$ cat src/rtl/sprite_reg_writer_if.sv
// sprite_reg_writer_if: command queue handshake plus Avalon-MM write port of the sprite register writer
// master: the writer (consumes commands, drives Avalon); slave: the environment (pushes commands, models responder)
interface sprite_reg_writer_if;
  logic        cmd_valid;
  logic        cmd_ready;
  logic [8:0]  cmd_addr;
  logic [31:0] cmd_data;
  logic [8:0]  avm_address;
  logic [31:0] avm_writedata;
  logic        avm_write;
  logic        avm_chipselect;
  logic        avm_waitrequest;
  modport master (
    input  cmd_valid, cmd_addr, cmd_data, avm_waitrequest,
    output cmd_ready, avm_address, avm_writedata, avm_write, avm_chipselect
  );
  modport slave (
    output cmd_valid, cmd_addr, cmd_data, avm_waitrequest,
    input  cmd_ready, avm_address, avm_writedata, avm_write, avm_chipselect
  );
endinterface

$ cat src/rtl/sprite_reg_writer.sv
// sprite_reg_writer: queues sprite register updates and issues them as Avalon writes inside the vblank window
// clk, reset (async, active low); vblank level input; bus: command queue + Avalon write port;
// fifo_count occupancy, busy (queued or in flight), frame_writes completed writes this window (saturating)
module sprite_reg_writer #(
  parameter int DEPTH          = 8,
  parameter int MAX_PER_FRAME  = 16,
  parameter int GATE_ON_VBLANK = 1
) (
  input  logic                     clk,
  input  logic                     reset,
  input  logic                     vblank,
  sprite_reg_writer_if.master      bus,
  output logic [$clog2(DEPTH):0]   fifo_count,
  output logic                     busy,
  output logic [7:0]               frame_writes
);
  localparam int AW = $clog2(DEPTH);
  localparam logic [AW:0] FULL = (AW+1)'(DEPTH);
  localparam logic [7:0] MAX_B = 8'(MAX_PER_FRAME);
  typedef enum logic [1:0] {IDLE, ISSUE, GAP} state_t;
  state_t state_q, state_d;
  logic [40:0] fifo_mem [DEPTH];
  logic [40:0] head;
  logic [AW-1:0] wr_ptr_q, wr_ptr_d, rd_ptr_q, rd_ptr_d;
  logic [AW:0] count_q, count_d;
  logic [8:0] addr_q, addr_d;
  logic [31:0] data_q, data_d;
  logic write_q, write_d, vblank_q;
  logic [7:0] budget_q, budget_d, budget_base, frame_q, frame_d, frame_base;
  logic room, push, launch, done, win_open, vb_rise, under;
  always_comb begin
    head        = fifo_mem[rd_ptr_q];
    room        = count_q != FULL;
    push        = bus.cmd_valid && room;
    win_open    = (GATE_ON_VBLANK == 0) || vblank;
    vb_rise     = (GATE_ON_VBLANK != 0) && vblank && !vblank_q;
    under       = (MAX_PER_FRAME == 0) || (budget_q < MAX_B);
    launch      = state_q == IDLE && count_q != '0 && win_open && under;
    done        = state_q == ISSUE && !bus.avm_waitrequest;
    wr_ptr_d    = wr_ptr_q + AW'(push);
    rd_ptr_d    = rd_ptr_q + AW'(launch);
    count_d     = count_q + (AW+1)'(push) - (AW+1)'(launch);
    addr_d      = launch ? head[40:32] : addr_q;
    data_d      = launch ? head[31:0] : data_q;
    write_d     = launch || (state_q == ISSUE && bus.avm_waitrequest);
    // a window-opening clear lands first, then a completion in the same cycle counts into the new window
    budget_base = vb_rise ? 8'd0 : budget_q;
    frame_base  = vb_rise ? 8'd0 : frame_q;
    budget_d    = budget_base + 8'(done);
    frame_d     = frame_base + 8'(done && frame_base != 8'hff);
    state_d     = state_q == IDLE  ? (launch ? ISSUE : IDLE) :
                  state_q == ISSUE ? (done ? GAP : ISSUE) : IDLE;
  end
  always_ff @(posedge clk)
    if (push) fifo_mem[wr_ptr_q] <= {bus.cmd_addr, bus.cmd_data};
  always_ff @(posedge clk or negedge reset)
    if (!reset) begin
      state_q  <= IDLE;
      wr_ptr_q <= '0;
      rd_ptr_q <= '0;
      count_q  <= '0;
      addr_q   <= '0;
      data_q   <= '0;
      write_q  <= 1'b0;
      budget_q <= '0;
      frame_q  <= '0;
      vblank_q <= 1'b0;
    end else begin
      state_q  <= state_d;
      wr_ptr_q <= wr_ptr_d;
      rd_ptr_q <= rd_ptr_d;
      count_q  <= count_d;
      addr_q   <= addr_d;
      data_q   <= data_d;
      write_q  <= write_d;
      budget_q <= budget_d;
      frame_q  <= frame_d;
      vblank_q <= vblank;
    end
  assign bus.cmd_ready      = room;
  assign bus.avm_address    = addr_q;
  assign bus.avm_writedata  = data_q;
  assign bus.avm_write      = write_q;
  assign bus.avm_chipselect = write_q;
  assign fifo_count         = count_q;
  assign busy               = count_q != '0 || state_q != IDLE;
  assign frame_writes       = frame_q;
endmodule

$ cat src/flat_wrapper.sv
// flat-port wrapper written by rule: the top's interface ports become plain ports
module sprite_reg_writer_flat 
#(
  parameter int DEPTH          = 8,
  parameter int MAX_PER_FRAME  = 16,
  parameter int GATE_ON_VBLANK = 1
)
  (clk, reset, vblank, fifo_count, busy, frame_writes, bus_cmd_valid, bus_cmd_addr, bus_cmd_data, bus_avm_waitrequest, bus_cmd_ready, bus_avm_address, bus_avm_writedata, bus_avm_write, bus_avm_chipselect);
  sprite_reg_writer_if bus_i ();
  input  logic clk;
  input  logic reset;
  input  logic vblank;
  output logic [$clog2(DEPTH):0] fifo_count;
  output logic busy;
  output logic [7:0] frame_writes;
  input wire logic [$bits(bus_i.cmd_valid)-1:0] bus_cmd_valid;
  input wire logic [$bits(bus_i.cmd_addr)-1:0] bus_cmd_addr;
  input wire logic [$bits(bus_i.cmd_data)-1:0] bus_cmd_data;
  input wire logic [$bits(bus_i.avm_waitrequest)-1:0] bus_avm_waitrequest;
  output wire logic [$bits(bus_i.cmd_ready)-1:0] bus_cmd_ready;
  output wire logic [$bits(bus_i.avm_address)-1:0] bus_avm_address;
  output wire logic [$bits(bus_i.avm_writedata)-1:0] bus_avm_writedata;
  output wire logic [$bits(bus_i.avm_write)-1:0] bus_avm_write;
  output wire logic [$bits(bus_i.avm_chipselect)-1:0] bus_avm_chipselect;
  assign bus_i.cmd_valid = bus_cmd_valid;
  assign bus_i.cmd_addr = bus_cmd_addr;
  assign bus_i.cmd_data = bus_cmd_data;
  assign bus_i.avm_waitrequest = bus_avm_waitrequest;
  assign bus_cmd_ready = bus_i.cmd_ready;
  assign bus_avm_address = bus_i.avm_address;
  assign bus_avm_writedata = bus_i.avm_writedata;
  assign bus_avm_write = bus_i.avm_write;
  assign bus_avm_chipselect = bus_i.avm_chipselect;
  sprite_reg_writer #(.DEPTH(DEPTH), .MAX_PER_FRAME(MAX_PER_FRAME), .GATE_ON_VBLANK(GATE_ON_VBLANK)) u_core (.clk(clk), .reset(reset), .vblank(vblank), .bus(bus_i), .fifo_count(fifo_count), .busy(busy), .frame_writes(frame_writes));
endmodule
$ cat config.mk
export PLATFORM = sky130hd
export DESIGN_NAME = sprite_reg_writer_flat
export DESIGN_NICKNAME = d
export VERILOG_FILES = /design/src/rtl/sprite_reg_writer_if.sv /design/src/rtl/sprite_reg_writer.sv /design/src/flat_wrapper.sv
export SDC_FILE = /design/constraint.sdc
export NUM_CORES = 1
export LEC_CHECK = 0
export ABC_AREA = 0
export BUFFER_PORTS_ARGS = -buffer_cell sky130_fd_sc_hd__buf_2
export CAP_MARGIN = 30
export CORE_UTILIZATION = 35
export DETAILED_ROUTE_END_ITERATION = 6
export PLACE_DENSITY_LB_ADDON = 0.08
export SYNTH_ARGS = -nofsm -noshare
export SYNTH_HDL_FRONTEND = slang
export SYNTH_SLANG_ARGS = --single-unit
$ cat constraint.sdc
create_clock -name clk -period 5.1 [get_ports clk]
set_input_delay 0 -clock clk [delete_from_list [all_inputs] [get_ports clk]]
set_output_delay 0 -clock clk [all_outputs]
set_load 0.02 [all_outputs]
Word level (Yosys, flattened, before mapping)
Memory sizes are Yosys's and may differ from the RTL's. A register that Yosys moved wholly into a read port is not among the register bits.
Cells that the tools add are included.
- flip-flop bits (word level): 30
- bits in writable memories: 328
- bits of input ports: 46
- output and inout port bits: 57
- logic and storage cells: 43
- memories: 1
- add/sub/neg operators: 6
- $lt $le $gt $ge: 1
- equal/unequal tests: 3
- muxes and demuxes: 8
- reductions and logical operators: 16
- memory list (memory ; depth ; bits a word ; read ports ; clocked after memory_dff ; wr ports ; line ; RTL):
    u_core.fifo_mem ; 8 ; 41 ; 1 ; 1 ; 1 ; sprite_reg_writer.sv:22 ; logic [40:0] fifo_mem [DEPTH];
- operators by type and width (cell ; number):
    $add 8x1->8 ; 2
    $mux 8 ; 2
    $logic_and 1x1->1 ; 8
    $lt 8x5->1 const B ; 1
    $ne 8x8->1 const B ; 1
    $add 3x1->3 ; 2
    $mux 2 ; 3
    $add 4x1->4 ; 1
    $ne 4x4->1 const B ; 1
    $reduce_bool 4->1 ; 1
    $sub 4x1->4 ; 1
    $logic_not 1->1 ; 3
    $mux 1 ; 3
    $eq 2x1->1 const B ; 1
    $logic_not 2->1 ; 1
    $logic_or 1x1->1 ; 2
    $reduce_bool 2->1 ; 1

Depth between registers and ports, before layout
- depth after elaboration: 6
- gate-level depth with buffers: 12
- depth with buffers taken out: 10

Worst setup path before layout
Ideal clock, no wire load.
- kind: register to register
- from: register u_core.count_q[2] (netlist: u_core.fifo_count[2])
- to: memory u_core.fifo_mem[1][0] (enable)
- setup time: 0.490 ns
- data arrival time: 3.975 ns
- data required time: 4.610 ns
- setup slack: 0.634 ns
- cell stages (with the launch flop): 6
- cell sequence: dfrtp_1 inv_1 ha_1 or3b_2 nand3_1 nor3_1
- longest elaborated chain between the ends: 4
- ends and longest elaborated chain (element ; line ; RTL):
    from (decl) ; sprite_reg_writer.sv:25 ; logic [AW:0] count_q, count_d;
    from (signal assigned) ; sprite_reg_writer.sv:72 ; count_q <= count_d;
    $ne 4x4->1 ; sprite_reg_writer.sv:33 ; room = count_q != FULL;
    net bus_cmd_ready ; flat_wrapper.sv:20 ; output wire logic [$bits(bus_i.cmd_ready)-1:0] bus_cmd_ready;
    $logic_and 1x1->1 ; sprite_reg_writer.sv:34 ; push = bus.cmd_valid && room;
    $mux 1 ; sprite_reg_writer.sv:55 ; if (push) fifo_mem[wr_ptr_q] <= {bus.cmd_addr, bus.cmd_data};
    $mux 1 (not written as such) ; sprite_reg_writer.sv:55 ;
    to (decl) ; sprite_reg_writer.sv:22 ;
The timed path passes the listed nets, and every way through them passes these cells.

Final worst setup path
- from: register u_core.count_q[2] (netlist: u_core.fifo_count[2])
- to: memory u_core.fifo_mem[4][27] (enable)
- longest elaborated chain between the ends: 4
- ends and longest elaborated chain (element ; line):
    $ne 4x4->1 ; sprite_reg_writer.sv:33
    $logic_and 1x1->1 ; sprite_reg_writer.sv:34
    $mux 1 ; sprite_reg_writer.sv:55
    $mux 1 (not written as such) ; sprite_reg_writer.sv:55
Every way passes these cells.

==> results.py <==
metrics = {
    "run_status": {
        "outcome": "complete, no violations",
    },
    "logic_synthesis": {
        "yosys-top-cells-area": "edfxtp_1 (63%), mux4_1 (13%), dfrtp_1 (11%), mux2_4 (3.7%), mux2_2 (3.1%)",
        "ys_seq_area_frac": 0.738,
        "synth_compound_area_frac": 0.00660,
        "synth.top_cell.area_share": 0.626,
        "synth_cell_types": 39,
        "synth_adder_area_share": 0.0124,
        "synthSimpleGateAreaFrac": 0.0180,
        "synth_nets": 759,
        "synth_top_family_by_area": "multiplexers",
        "synthMuxAreaShare": 0.203,
        "yosysWarningCount": 0,
        "synth_xor_area_frac": 0.00556,
        "syn-mean-instance-area_um2": 22.6,
        "syn_inst": 698,
        "synth_area_um2": 15700,
        "ys_seq_elements": 399,
        "synth.largest_area_cell": "edfxtp_1",
    },
    "cts": {
        "root_buffer": "clkbuf_16",
        "cts_buffer_depth": 3,
        "cts.sinks": 399,
        "cts_htree_levels": 2,
        "cts_tree": "yes",
        "cts_resized": 0,
        "worstSkewPairLatency_ns": 0.56,
        "numCtsBuffers": 45,
        "clk_pin_slew_worst_paths_ns": 0.06,
    },
    "floorplan": {
        "die_y_um": 214,
        "die_w_um": 214,
        "initial_core_util": 0.355,
        "core-area_um2": 44300,
        "io_pins": 103,
        "std_cell_rows": 77,
        "die_area_um2": 45800,
    },
    "placement": {
        "portBuffers": 102,
        "hpwl_um": 18500,
        "dp_worst_setup_slack_ns": 2.29,
        "gp_congestion": 0.699,
    },
    "timing": {
        "max_freq_ghz": 0.359,
        "finClkSkew_ns": 0.0246,
        "setup_viol": 0,
        "slew_violations": 0,
        "setup_tns_ns": 0,
        "fin_crit_sh": 0.546,
        "setup_slack_ns": 2.32,
        "grt_setup_unrepaired": "no",
        "finalCriticalPeriod_ns": 2.78,
        "max_slew_margin": 0.367,
        "timing.hold.ws_ns": 0.0566,
        "worst_pin_slew_ns": 0.948,
        "finalHoldViolations": 0,
    },
    "global_routing": {
        "antenna_found_initial": 1,
        "grt_pass1_vias": 8086,
        "grt_usage": 0.150,
        "overflow": 0,
        "grt_first_pass_wirelength_um": 51400,
        "grt_max_degree": 53,
    },
    "pwr": {
        "powerDensity_nw_per_um2": 572,
        "p_leak_nw": 6.85,
        "ir_drop_v": 0.000327,
    },
    "detailed_routing": {
        "drt-initial-drc-count": 400,
        "drtAntennaViolNets": 0,
        "finalWirelength_um": 33600,
        "vias": 7386,
        "post_drt_wl_per_cell_um": 22.3,
        "drc": 0,
        "vias_per_cell": 4.90,
        "first_pass_iters": 7,
    },
    "critical_path": {
        "worst-setup-path-type": "flop to flop",
        "critPathArrivalTime_ns": 3.01,
        "cp-end-kind": "flop",
        "path_max_fanout": 23,
        "crit_required_ns": 5.32,
        "startpoint_type": "flop",
    },
    "finish": {
        "area_delta_synth_final_pct": 20.2,
        "final_cell_mix": "edfxtp_1 (328), buf_2 (101), mux4_1 (75)",
        "final_common_cell": "edfxtp_1",
        "diodes": 0,
        "drive_gt1_frac": 0.313,
        "fin_nets": 940,
    },
    "flow_run": {
        "drv_cap": 0,
    },
    "hold_path": {
        "hold_class": "primary input to async pin",
    },
}
final cells by class:
cell class / count / area [um2]
Fill cell: 3929 / 25400
Clock inverter: 21 / 236
Multi-Input combinational cell: 258 / 3930
Sequential cell: 399 / 11600
Timing Repair Buffer: 164 / 1150
Inverter: 11 / 41.3
Tap cell: 592 / 741
Clock buffer: 62 / 1200
cell families after synthesis:
group | after synthesis
muxes | 164
buffers and inverters | 41
AOI/OAI and AO/OA | 17
xor gates and xnor gates | 10
adders and majority gates | 15
and+or+nand+nor | 52
DFF | 399
synthesized netlist by cell type:
cell type    n
edfxtp_1   328
mux4_1      75
dfrtp_1     71
mux2_2      43
mux2_4      39
ha_1        14
inv_1       11
nor2_1      11
a21oi_1      7
buf_1        7
buf_6        7
clkbuf_1     7
mux4_2       7
nand2_1      7
nand3_1      7
xor2_1       7
and2_1       5
buf_2        5
or3_1        5
o21ai_0      4
buf_8        3
nand2b_1     3
xnor2_1      3
a31o_2       2
nand4_1      2
nor3_1       2
nor3b_1      2
o31ai_1      2
or4_1        2
a21o_1       1
and4_1       1
buf_4        1
fa_1         1
nand3b_1     1
nor2b_1      1
nor4_1       1
o31a_1       1
or3b_1       1
or3b_2       1
worst paths after layout:
| kind | from | end | slack, ns | depth (start not counted) |
|---|---|---|---|---|
| max | u_core.fifo_count[2]$_DFF_PN0_ | u_core.fifo_mem[4][27]$_DFFE_PP_ | 2.32 | 6 |
| min | reset | u_core.bus.avm_writedata[15]$_DFFE_PN0P_ | 0.06 | 2 |
| max reg2reg | u_core.fifo_count[2]$_DFF_PN0_ | u_core.fifo_mem[4][27]$_DFFE_PP_ | 2.32 | 6 |
| min reg2reg | u_core.bus.avm_writedata[12]$_DFFE_PN0P_ | u_core.bus.avm_writedata[12]$_DFFE_PN0P_ | 0.50 | 1 |
| max in group asynchronous | reset | u_core.rd_ptr_q[0]$_DFF_PN0_ | 4.06 | 3 |
| min in group clk | vblank | u_core.vblank_q$_DFF_PN0_ | 0.13 | 2 |
power breakdown:
part | internal, mW | switching [mW] | total (mW)
combinational | 1.57 | 1.48 | 3.05
clock | 1.90 | 1.27 | 3.17
sequential | 4.20 | 0.396 | 4.60
critical path, stage by stage (launching register included):
cell and delay, ns:
dfrtp_1 0.36, inv_1 0.09, ha_1 0.19, or3b_2 0.22, nand3b_1 0.28, nor2_4 0.82
buf_4 0.47
what timing repair did:
action	CTS	global route
hold endpoints to repair	392	0
setup buffers	0	0
hold buffers	45	0
registers in the layout, summed over array words and instances, names as in the netlist:
register / cells
u_core.fifo_count: 4
u_core.bus.avm_address: 9
u_core.bus.avm_chipselect: 1
u_core.state_q: 2
u_core.bus.avm_writedata: 32
u_core.fifo_mem: 328
u_core.rd_ptr_q: 3
u_core.wr_ptr_q: 3
u_core.frame_writes: 8
u_core.budget_q: 8
u_core.vblank_q: 1
through the flow:
step	cell area (um2)	power, mW	util	std cells
finish	18900	10.8	0.427	1507
global route	18900	11.4	0.427	1507
CTS	18900	11.0	0.427	1507
detailed placement	17000	7.78	0.385	1379
global placement	17000	7.66	0.383	1376
floorplan	15700	6.78	-	698
metal layers:
metal,global-route usage,routed length (um),vias up
met5,0,17,-
met4,0.0398,657,2
met3,0.0325,1280,52
met2,0.252,16500,133
met1,0.199,15100,3923
li1,-,-,3276
Power figures use the tool's default switching activity.
